**src/rtl/acq_pkg.sv**
```systemverilog
// Shared definitions for the triggered acquisition sequencer: state encoding
// and sample-size helpers used by the top and the circular address generator.
package acq_pkg;

   typedef enum logic [2:0] {
      ST_IDLE  = 3'd0,
      ST_PRE   = 3'd1,
      ST_ARMED = 3'd2,
      ST_POST  = 3'd3,
      ST_DONE  = 3'd4
   } acq_state_t;

   localparam int DEFAULT_DATA_WIDTH = 16;
   localparam int BYTES_PER_SAMPLE   = DEFAULT_DATA_WIDTH / 8;

   function automatic int bytes_per_sample(input int data_width);
      return data_width / 8;
   endfunction

endpackage

```
**src/rtl/circ_addr_gen.sv**
```systemverilog
// Circular write pointer over a buffer of buf_len samples, the byte address of
// the current slot, and the window start index (wr_ptr - pre_count) mod buf_len.
module circ_addr_gen
   import acq_pkg::*;
#(
   parameter int MEMORY_ADDR_LEN = 32,
   parameter int CNT_WIDTH       = 16,
   parameter int BYTES           = BYTES_PER_SAMPLE
) (
   input  logic                       clk,
   input  logic                       rst,
   input  logic                       clear,
   input  logic                       advance,
   input  logic [CNT_WIDTH-1:0]       buf_len,
   input  logic [CNT_WIDTH-1:0]       pre_count,
   input  logic [MEMORY_ADDR_LEN-1:0] base_addr,
   output logic [CNT_WIDTH-1:0]       wr_ptr,
   output logic [CNT_WIDTH-1:0]       win_start_calc,
   output logic [MEMORY_ADDR_LEN-1:0] addr
);

   logic [CNT_WIDTH-1:0] wr_ptr_reg;
   logic [CNT_WIDTH-1:0] wr_ptr_next;
   logic [CNT_WIDTH:0]   ptr_inc;

   assign ptr_inc = {1'b0, wr_ptr_reg} + {{CNT_WIDTH{1'b0}}, 1'b1};

   always_comb begin
      wr_ptr_next = wr_ptr_reg;
      if (clear) begin
         wr_ptr_next = '0;
      end else if (advance) begin
         wr_ptr_next = (ptr_inc >= {1'b0, buf_len}) ? '0 : ptr_inc[CNT_WIDTH-1:0];
      end
   end

   always_ff @(posedge clk) begin
      if (rst) begin
         wr_ptr_reg <= '0;
      end else begin
         wr_ptr_reg <= wr_ptr_next;
      end
   end

   // When the pointer is behind pre_count, adding buf_len first keeps the
   // true result below buf_len, so modulo-2^CNT_WIDTH arithmetic is exact.
   assign win_start_calc = (wr_ptr_reg >= pre_count) ? (wr_ptr_reg - pre_count)
                                                     : (wr_ptr_reg + buf_len - pre_count);

   assign addr   = base_addr + MEMORY_ADDR_LEN'(wr_ptr_reg) * MEMORY_ADDR_LEN'(BYTES);
   assign wr_ptr = wr_ptr_reg;

endmodule

```
**src/rtl/acq_window_sequencer.sv**
```systemverilog
// One triggered acquisition: pre-trigger fill, armed wait, post-trigger capture,
// writing samples into a circular DMA buffer and reporting the window indices.
module acq_window_sequencer
   import acq_pkg::*;
#(
   parameter int DATA_WIDTH      = 16,
   parameter int MEMORY_ADDR_LEN = 32,
   parameter int CNT_WIDTH       = 16
) (
   input  logic                       clk,
   input  logic                       rst,
   input  logic                       start,
   input  logic                       abort,
   input  logic [MEMORY_ADDR_LEN-1:0] base_addr,
   input  logic [CNT_WIDTH-1:0]       buf_len,
   input  logic [CNT_WIDTH-1:0]       pre_count,
   input  logic [CNT_WIDTH-1:0]       post_count,
   input  logic                       in_data_valid,
   input  logic [DATA_WIDTH-1:0]      in_data,
   input  logic                       trig_in,
   output logic                       out_valid,
   input  logic                       out_ready,
   output logic [DATA_WIDTH-1:0]      out_data,
   output logic [MEMORY_ADDR_LEN-1:0] out_addr,
   output logic [CNT_WIDTH-1:0]       trig_index,
   output logic [CNT_WIDTH-1:0]       win_start,
   output logic                       busy,
   output logic                       done,
   output logic                       cfg_error,
   output logic                       overflow
);

   localparam int BPS = bytes_per_sample(DATA_WIDTH);

   acq_state_t state_reg, state_next;

   logic [MEMORY_ADDR_LEN-1:0] base_reg, base_next;
   logic [CNT_WIDTH-1:0]       len_reg, len_next;
   logic [CNT_WIDTH-1:0]       pre_reg, pre_next;
   logic [CNT_WIDTH-1:0]       post_reg, post_next;
   logic [CNT_WIDTH-1:0]       pre_cnt_reg, pre_cnt_next;
   logic [CNT_WIDTH-1:0]       post_cnt_reg, post_cnt_next;
   logic [CNT_WIDTH-1:0]       trig_index_reg, trig_index_next;
   logic [CNT_WIDTH-1:0]       win_start_reg, win_start_next;
   logic                       done_reg, done_next;
   logic                       cfg_error_reg, cfg_error_next;
   logic                       overflow_reg, overflow_next;

   logic                       out_valid_reg;
   logic [DATA_WIDTH-1:0]      out_data_reg;
   logic [MEMORY_ADDR_LEN-1:0] out_addr_reg;

   logic                       active;
   logic                       slot_free;
   logic                       accept;
   logic                       drop;
   logic                       start_ok;
   logic                       cfg_bad;
   logic [CNT_WIDTH:0]         win_sum;
   logic [CNT_WIDTH-1:0]       wr_ptr;
   logic [CNT_WIDTH-1:0]       win_start_calc;
   logic [MEMORY_ADDR_LEN-1:0] wr_addr;

   assign active    = (state_reg == ST_PRE) || (state_reg == ST_ARMED) || (state_reg == ST_POST);
   assign slot_free = !out_valid_reg || out_ready;
   assign accept    = active && in_data_valid && slot_free && !abort;
   assign drop      = active && in_data_valid && !slot_free && !abort;
   assign start_ok  = start && !abort && ((state_reg == ST_IDLE) || (state_reg == ST_DONE));

   // Sum compared one bit wider so pre+post cannot wrap past buf_len.
   assign win_sum = {1'b0, pre_count} + {1'b0, post_count};
   assign cfg_bad = (buf_len == '0) || (win_sum > {1'b0, buf_len});

   circ_addr_gen #(
      .MEMORY_ADDR_LEN (MEMORY_ADDR_LEN),
      .CNT_WIDTH       (CNT_WIDTH),
      .BYTES           (BPS)
   ) u_addr (
      .clk            (clk),
      .rst            (rst),
      .clear          (start_ok),
      .advance        (accept),
      .buf_len        (len_reg),
      .pre_count      (pre_reg),
      .base_addr      (base_reg),
      .wr_ptr         (wr_ptr),
      .win_start_calc (win_start_calc),
      .addr           (wr_addr)
   );

   always_comb begin
      state_next      = state_reg;
      base_next       = base_reg;
      len_next        = len_reg;
      pre_next        = pre_reg;
      post_next       = post_reg;
      pre_cnt_next    = pre_cnt_reg;
      post_cnt_next   = post_cnt_reg;
      trig_index_next = trig_index_reg;
      win_start_next  = win_start_reg;
      done_next       = done_reg;
      cfg_error_next  = cfg_error_reg;
      overflow_next   = overflow_reg;

      if (abort) begin
         state_next = ST_IDLE;
         done_next  = 1'b0;
      end else if (start_ok) begin
         base_next      = base_addr;
         len_next       = buf_len;
         pre_next       = pre_count;
         post_next      = post_count;
         pre_cnt_next   = '0;
         post_cnt_next  = '0;
         done_next      = 1'b0;
         overflow_next  = 1'b0;
         cfg_error_next = cfg_bad;
         if (cfg_bad) begin
            state_next = ST_IDLE;
         end else if (pre_count == '0) begin
            state_next = ST_ARMED;
         end else begin
            state_next = ST_PRE;
         end
      end else begin
         if (drop) begin
            overflow_next = 1'b1;
         end
         case (state_reg)
            ST_PRE: begin
               if (accept && (pre_cnt_reg < pre_reg)) begin
                  pre_cnt_next = pre_cnt_reg + 1'b1;
                  if (pre_cnt_next == pre_reg) begin
                     state_next = ST_ARMED;
                  end
               end
            end
            ST_ARMED: begin
               if (accept && trig_in) begin
                  trig_index_next = wr_ptr;
                  win_start_next  = win_start_calc;
                  post_cnt_next   = (post_reg == '0) ? '0 : CNT_WIDTH'(1);
                  if (post_reg < CNT_WIDTH'(2)) begin
                     state_next = ST_DONE;
                     done_next  = 1'b1;
                  end else begin
                     state_next = ST_POST;
                  end
               end
            end
            ST_POST: begin
               if (accept && (post_cnt_reg < post_reg)) begin
                  post_cnt_next = post_cnt_reg + 1'b1;
                  if (post_cnt_next == post_reg) begin
                     state_next = ST_DONE;
                     done_next  = 1'b1;
                  end
               end
            end
            default: ;
         endcase
      end
   end

   always_ff @(posedge clk) begin
      if (rst) begin
         state_reg      <= ST_IDLE;
         base_reg       <= '0;
         len_reg        <= '0;
         pre_reg        <= '0;
         post_reg       <= '0;
         pre_cnt_reg    <= '0;
         post_cnt_reg   <= '0;
         trig_index_reg <= '0;
         win_start_reg  <= '0;
         done_reg       <= 1'b0;
         cfg_error_reg  <= 1'b0;
         overflow_reg   <= 1'b0;
      end else begin
         state_reg      <= state_next;
         base_reg       <= base_next;
         len_reg        <= len_next;
         pre_reg        <= pre_next;
         post_reg       <= post_next;
         pre_cnt_reg    <= pre_cnt_next;
         post_cnt_reg   <= post_cnt_next;
         trig_index_reg <= trig_index_next;
         win_start_reg  <= win_start_next;
         done_reg       <= done_next;
         cfg_error_reg  <= cfg_error_next;
         overflow_reg   <= overflow_next;
      end
   end

   // Output register: data and address only change when a new sample is taken,
   // so they stay stable for the whole time the DMA stalls.
   always_ff @(posedge clk) begin
      if (rst) begin
         out_valid_reg <= 1'b0;
         out_data_reg  <= '0;
         out_addr_reg  <= '0;
      end else if (accept) begin
         out_valid_reg <= 1'b1;
         out_data_reg  <= in_data;
         out_addr_reg  <= wr_addr;
      end else if (out_ready) begin
         out_valid_reg <= 1'b0;
      end
   end

   assign out_valid  = out_valid_reg;
   assign out_data   = out_data_reg;
   assign out_addr   = out_addr_reg;
   assign trig_index = trig_index_reg;
   assign win_start  = win_start_reg;
   assign busy       = active;
   assign done       = done_reg;
   assign cfg_error  = cfg_error_reg;
   assign overflow   = overflow_reg;

endmodule

```
**config.mk**
```make
export PLATFORM = sky130hd
export DESIGN_NAME = acq_window_sequencer
export DESIGN_NICKNAME = d
export VERILOG_FILES = /design/src/rtl/acq_pkg.sv /design/src/rtl/circ_addr_gen.sv /design/src/rtl/acq_window_sequencer.sv
export SDC_FILE = /design/constraint.sdc
export NUM_CORES = 1
export LEC_CHECK = 0
export ABC_AREA = 1
export CAP_MARGIN = 20
export CORE_ASPECT_RATIO = 0.5
export CORE_UTILIZATION = 61
export DETAILED_ROUTE_END_ITERATION = 8
export PLACE_DENSITY = 0.9
export SYNTH_ARGS = -nofsm -noshare
export SYNTH_HDL_FRONTEND = slang
export SYNTH_SLANG_ARGS = --single-unit
```
**constraint.sdc**
```tcl
create_clock -name clk -period 10.4 [get_ports clk]
set_clock_uncertainty 0.2 [all_clocks]
set_input_delay 2.08 -clock clk [delete_from_list [all_inputs] [get_ports clk]]
set_output_delay 2.08 -clock clk [all_outputs]
set_load 0.01 [all_outputs]
```
==> impl_metrics.json, run 1 <==
{
  "numCtsBuffers": 21,
  "first_global_vias": 14300,
  "clock_latency_ps": 530,
  "fp.dieH_microns": 112,
  "hold_class": "flop to flop",
  "cts_root_buf": "clkbuf_16",
  "rsz0062_at_grt": "false",
  "synthTopCellsByCount": "nand2_1 (398), inv_1 (282), a21oi_1 (244)",
  "worst_slack_ps": 4830,
  "setup_viol": 0,
  "p_switching_w": 0.000759,
  "fp.coreArea_sq_um": 23300,
  "drt_iter0_drc": 1408,
  "cp-end-kind": "flop",
  "max_freq_ghz": 0.179,
  "synth_edf_count": 0,
  "cts_setup_buffers": 0,
  "synth_area_leaders": "dfxtp_1 (29%), ha_1 (11%), nand2_1 (10%)",
  "num_vias": 15300,
  "crit_fanout": 4,
  "drive_above_1_share_pct": 3.45,
  "ant_nets": 0,
  "route.detailed.drc": 0,
  "synth_top_area_cell": "dfxtp_1",
  "post-dp-hpwl_microns": 34500,
  "grt_pass1_wl_microns": 73200,
  "grtUsageTotal_pct": 36.4,
  "worst-slew-pin-transition_ps": 1190,
  "synthArstFlopShare_pct": 0,
  "synth.distinct_cells": 50,
  "worstSetupPathType": "input pin to flop",
  "post-place-ws_ps": 4410,
  "cap_violations": 0,
  "htree_levels": 1,
  "slew_headroom_pct": 20.3,
  "start_kind": "input pin",
  "clkTransAtPathRegs_ps": 70,
  "netlist_instances": 2134,
  "die_area_sq_um": 24800,
  "cts_tree": "done",
  "ys_warn_count": 0,
  "ctsHoldBuffers": 0,
  "sw_frac_of_total_pct": 32.1,
  "ir_worst_vdd_v": 0.0000961,
  "diodes": 0,
  "share_comb_of_total_power_pct": 25.9,
  "pwr-share-clk_pct": 35.7,
  "place_congestion": 1.00,
  "synth_top_cell_area_share_pct": 29.2,
  "io_pins": 188,
  "fin_crit_sh_pct": 53.6,
  "drt-pass1-iter-count": 5,
  "drt-vias-per-instance": 5.90,
  "tns_ps": 0,
  "die_x_microns": 222,
  "pwr_density_cell_nw_per_um2": 135,
  "p_int_w": 0.00160,
  "grt.overflow.total": 0,
  "leakage_nw": 7.77,
  "post_synth.cell_area_avg_sq_um": 6.91,
  "netlist_area_sq_um": 14700,
  "clockBufferDepth": 3,
  "routedWlPerCell_microns": 17.6,
  "area_growth_pct": 18.8,
  "ys_seq_area_share_pct": 29.2,
  "status": "completed",
  "hold_violations": 0,
  "start_util_pct": 63.4,
  "crit_required_ps": 10610,
  "cp.arrival_ps": 5780,
  "power.share.sequential_pct": 38.4,
  "maxSlewViolCount": 0,
  "grt_max_degree": 93,
  "final.min_clock_period_ps": 5570,
  "synth_nets": 2385,
  "antenna_found_initial": 0,
  "nets": 2531,
  "synthFlopType": "dfxtp_1",
  "yosysMostFrequentCell": "nand2_1",
  "port_buffers": 187,
  "rows": 39,
  "cts_resized": 0,
  "cts_sinks": 215,
  "ys_seq_elements": 215,
  "wl_microns": 45800,
  "p_total_w": 0.00236
}
## kinds of logic after synthesis
group	count (synthesis)	share of synthesized area [%]
DFF	215	29.2
AOI/OAI and AO/OA	541	20.0
buffers and inverters	358	9.28
xor gates and xnor gates	72	4.56
adders and majority gates	148	13.5
and+or+nand+nor	800	23.5
## power groups by stage
stage               logic, W  registers [W]  clock network [W]
floorplan           0.000415       0.000914                  0
global placement    0.000583       0.000923                  0
detailed placement  0.000594       0.000924                  0
CTS                 0.000599       0.000906           0.000842
global route        0.000685       0.000911           0.000881
finish              0.000612       0.000908           0.000843
## critical path, cell delays in order
cell and delay (ps):
clkdlybuf4s50_1 480, ha_1 390, a21oi_1 160, nand2_1 90, a21oi_1 260, nor2_1 60
a21boi_0 330, o21ai_0 210, a21oi_1 200, nor2_1 60, nor2_1 130, xnor2_1 110
ha_1 280, nand2_1 70, o21a_1 180, o21ai_0 140, a21oi_1 80, nand2_1 70
nand2_1 40, nand2_1 100, o22ai_1 80, nor2_1 120, nor2_1 50
## cell type report
class	instances	area (sq um)
multi-input cells	1561	9090
flip-flops and latches	215	4300
clock buffers	28	592
well taps	307	384
clock inverters	8	148
inverters	288	1080
repair buffers	193	1920
fillers	1819	5760
## path summary, 6_finish.rpt
path / from / endpoint / slack, ps / depth (start not counted)
worst min-delay path: out_data[15] / out_data[15] / 260 / 2
worst max register to register: pre_reg[1] / pre_cnt_reg[5] / 6630 / 14
worst max-delay path: pre_count[2] / state_reg[1] / 4830 / 23
worst min register to register: out_data[15] / out_data[15] / 260 / 2
## cells in the final DEF (no fill, tap or decap), types with 3 or more instances in the layout
cell type,count
a211oi_1,4
a21boi_0,3
a21o_1,15
a21oi_1,244
a31o_2,3
a31oi_1,14
buf_4,6
bufinv_16,4
clkbuf_1,3
clkbuf_16,21
clkbuf_8,4
clkdlybuf4s50_1,187
clkinv_2,3
dfxtp_1,215
fa_1,18
ha_1,130
inv_1,281
inv_2,5
nand2_1,398
nand3_1,102
nand3_2,4
nand4_1,50
nor2_1,187
nor2_2,8
nor2_4,4
nor3_1,18
nor3_2,3
nor4_1,11
o211ai_1,13
o21a_1,6
o21ai_0,189
o21ai_1,11
o21bai_1,18
o221ai_1,9
o31ai_1,6
or2_2,5
xnor2_1,17
xor2_1,52
## stage by stage
| stage | utilization (%) | instance area [sq um] | hold slack, ps | instances |
|---|---|---|---|---|
| 2_1_floorplan | - | 14700 | 240 | 2134 |
| 3_3_place_gp | 72.1 | 16800 | 251 | 2564 |
| 3_5_place_dp | 72.1 | 16800 | 255 | 2564 |
| 4_1_cts | 75.3 | 17500 | 264 | 2600 |
| 5_1_grt | 75.3 | 17500 | 274 | 2600 |
| 6_report | 75.3 | 17500 | 263 | 2600 |
## routing by layer
metal,global-route usage (%),up-vias,wire [microns]
met5,0,-,0
met4,10.9,0,1320
met3,7.28,98,4840
met2,58.3,706,20100
met1,49.8,7121,19500
li1,-,7418,-
No activity file was read; power rests on OpenSTA's default activity.
==> run 2: changes to the inputs <==
--- a/config.mk
+++ b/config.mk
@@ -8,9 +8,9 @@
 export ABC_AREA = 1
 export CAP_MARGIN = 20
 export CORE_ASPECT_RATIO = 0.5
-export CORE_UTILIZATION = 61
+export CORE_UTILIZATION = 57
 export DETAILED_ROUTE_END_ITERATION = 8
-export PLACE_DENSITY = 0.9
+export PLACE_DENSITY = 0.85
 export SYNTH_ARGS = -nofsm -noshare
 export SYNTH_HDL_FRONTEND = slang
 export SYNTH_SLANG_ARGS = --single-unit
==> constraint.sdc (replaced) <==
create_clock -name clk -period 5.3 [get_ports clk]
set_clock_uncertainty 0.2 [all_clocks]
set_input_delay 1.06 -clock clk [delete_from_list [all_inputs] [get_ports clk]]
set_output_delay 1.06 -clock clk [all_outputs]
set_load 0.01 [all_outputs]
==> impl_metrics.json, run 2 (synthesized netlist as in run 1, its figures left out) <==
{
  "slew_headroom_pct": 24.2,
  "routedWlPerCell_microns": 17.2,
  "nets": 2539,
  "drive_above_1_share_pct": 3.99,
  "cts_setup_buffers": 0,
  "cts_root_buf": "clkbuf_16",
  "route.detailed.drc": 0,
  "area_growth_pct": 20.4,
  "setup_viol": 0,
  "most-common-layout-cells": "nand2_1 (398), inv_1 (281), a21oi_1 (244), dfxtp_1 (215), o21ai_0 (189)",
  "htree_levels": 1,
  "worstSetupPathType": "input pin to flop",
  "die_x_microns": 229,
  "grtUsageTotal_pct": 33.1,
  "crit_path_max_incr_delay_ps": 440,
  "reg2reg_slack_ps": 1580,
  "crit_fanout": 4,
  "hold_class": "flop to flop",
  "grt_max_degree": 93,
  "pwr_density_cell_nw_per_um2": 272,
  "cts_tree": "done",
  "drt-vias-per-instance": 5.72,
  "grt.overflow.total": 0,
  "io_pins": 188,
  "reg2reg_depth": 13,
  "tns_ps": 0,
  "holdPathEnd": "out_addr[0]",
  "fp.coreArea_sq_um": 25300,
  "multi_input_area_sq_um": 9090,
  "cp.arrival_ps": 4620,
  "crit_chain": "clkdlybuf4s50_1 > ha_1 > a21oi_1 > nand2_1 > a21oi_1 > nor2_1 > a21boi_0 > o21ai_0 > a21oi_1 > nor2_1 > nor2_1 > xnor2_1 > ha_1 > nand2_1 > o21a_1 > o21ai_0 > a21oi_1 > nand2_1 > nand2_1 > nand2_1 > o21bai_1 > nor2_1 > nor2_1",
  "clockBufferDepth": 3,
  "fillers": 2127,
  "rows": 41,
  "ctsHoldBuffers": 0,
  "numCtsBuffers": 22,
  "hold_violations": 0,
  "fin_crit_sh_pct": 82.9,
  "start_util_pct": 58.3,
  "antenna_found_initial": 0,
  "first_global_vias": 13500,
  "place_congestion": 0.996,
  "port_buffers": 187,
  "min_path_cells": 2,
  "max_freq_ghz": 0.228,
  "cap_violations": 0,
  "final.min_clock_period_ps": 4390,
  "wl_microns": 45700,
  "crit_required_ps": 5520,
  "dpl-instance-area_sq_um": 16900,
  "ir_worst_vdd_v": 0.000197,
  "final_area_sq_um": 17800,
  "num_vias": 15100,
  "start_kind": "input pin",
  "clkTransAtPathRegs_ps": 70,
  "grt_pass1_wl_microns": 70200,
  "worst-slew-pin-transition_ps": 1140,
  "die_area_sq_um": 26600,
  "cts_sinks": 215,
  "fp.dieH_microns": 116,
  "leakage_nw": 7.87,
  "clock_latency_ps": 540,
  "status": "completed",
  "ff_latch_area_sq_um": 4300,
  "r2r-start": "u_addr.wr_ptr[0]",
  "r2r_end": "win_start[4]",
  "rsz0062_at_grt": "false",
  "drt-pass1-iter-count": 6,
  "post-dp-hpwl_microns": 34600,
  "cp-end-kind": "flop",
  "maxSlewViolCount": 0,
  "final_common_cell": "nand2_1",
  "drt_iter0_drc": 1573,
  "ant_nets": 0,
  "cts_resized": 0,
  "hp-start": "base_reg[0]",
  "diodes": 0,
  "critPathSlowestCell": "clkdlybuf4s50_1"
}
[run 2: metal layers]
metal	routed length (microns)	share of wire, %	GRT usage, %
met1	20000	44	45.8
met2	19800	43	52.4
met3	4590	10	6.87
met4	1240	2.7	9.78
met5	0	0	0
[run 2: stage by stage]
stage	std cells	util (%)	setup WS [ps]	power, W	hold slack (ps)
2_1_floorplan	2134	-	1270	0.00261	240
3_3_place_gp	2608	66.8	445	0.00297	250
3_5_place_dp	2608	66.8	372	0.00299	254
4_1_cts	2648	70.2	913	0.00481	264
5_1_grt	2648	70.2	555	0.00504	273
6_report	2648	70.2	906	0.00483	264
[run 2: worst max-delay path, delay by kind of cell]
| kind | cells | cell delay (ps) |
|---|---|---|
| AOI/OAI and AO/OA | 9 | 1620 |
| adders and majority gates | 2 | 640 |
| buffers and inverters | 1 | 440 |
| xor gates and xnor gates | 1 | 90 |
| and+or+nand+nor | 10 | 760 |
[run 2: power breakdown]
group / switching [W] / internal [W] / total (W)
logic: 0.000742 / 0.000473 / 0.00121
clock network: 0.000704 / 0.00113 / 0.00184
registers: 0.0000783 / 0.00170 / 0.00178
[run 2: layout make-up]
| type | instances | share of cell area, % |
|---|---|---|
| clock buffer | 31 | 3.81 |
| sequential | 215 | 24.2 |
| multi-input combinational | 1561 | 51.2 |
| tap | 344 | 2.42 |
| timing repair buffer | 200 | 11.2 |
| inverter | 288 | 6.10 |
| clock inverter | 9 | 0.994 |
[run 2: how the worst max path moves through the flow]
stage / startpoint / end / cells after the start
3_3_place_gp: pre_count[2] / state_reg[0] / 23
6_report: pre_count[2] / state_reg[0] / 23
2_1_floorplan: pre_count[2] / state_reg[0] / 22
3_5_place_dp: pre_count[2] / state_reg[0] / 23
5_1_grt: pre_count[2] / state_reg[1] / 23
4_1_cts: pre_count[2] / state_reg[0] / 23
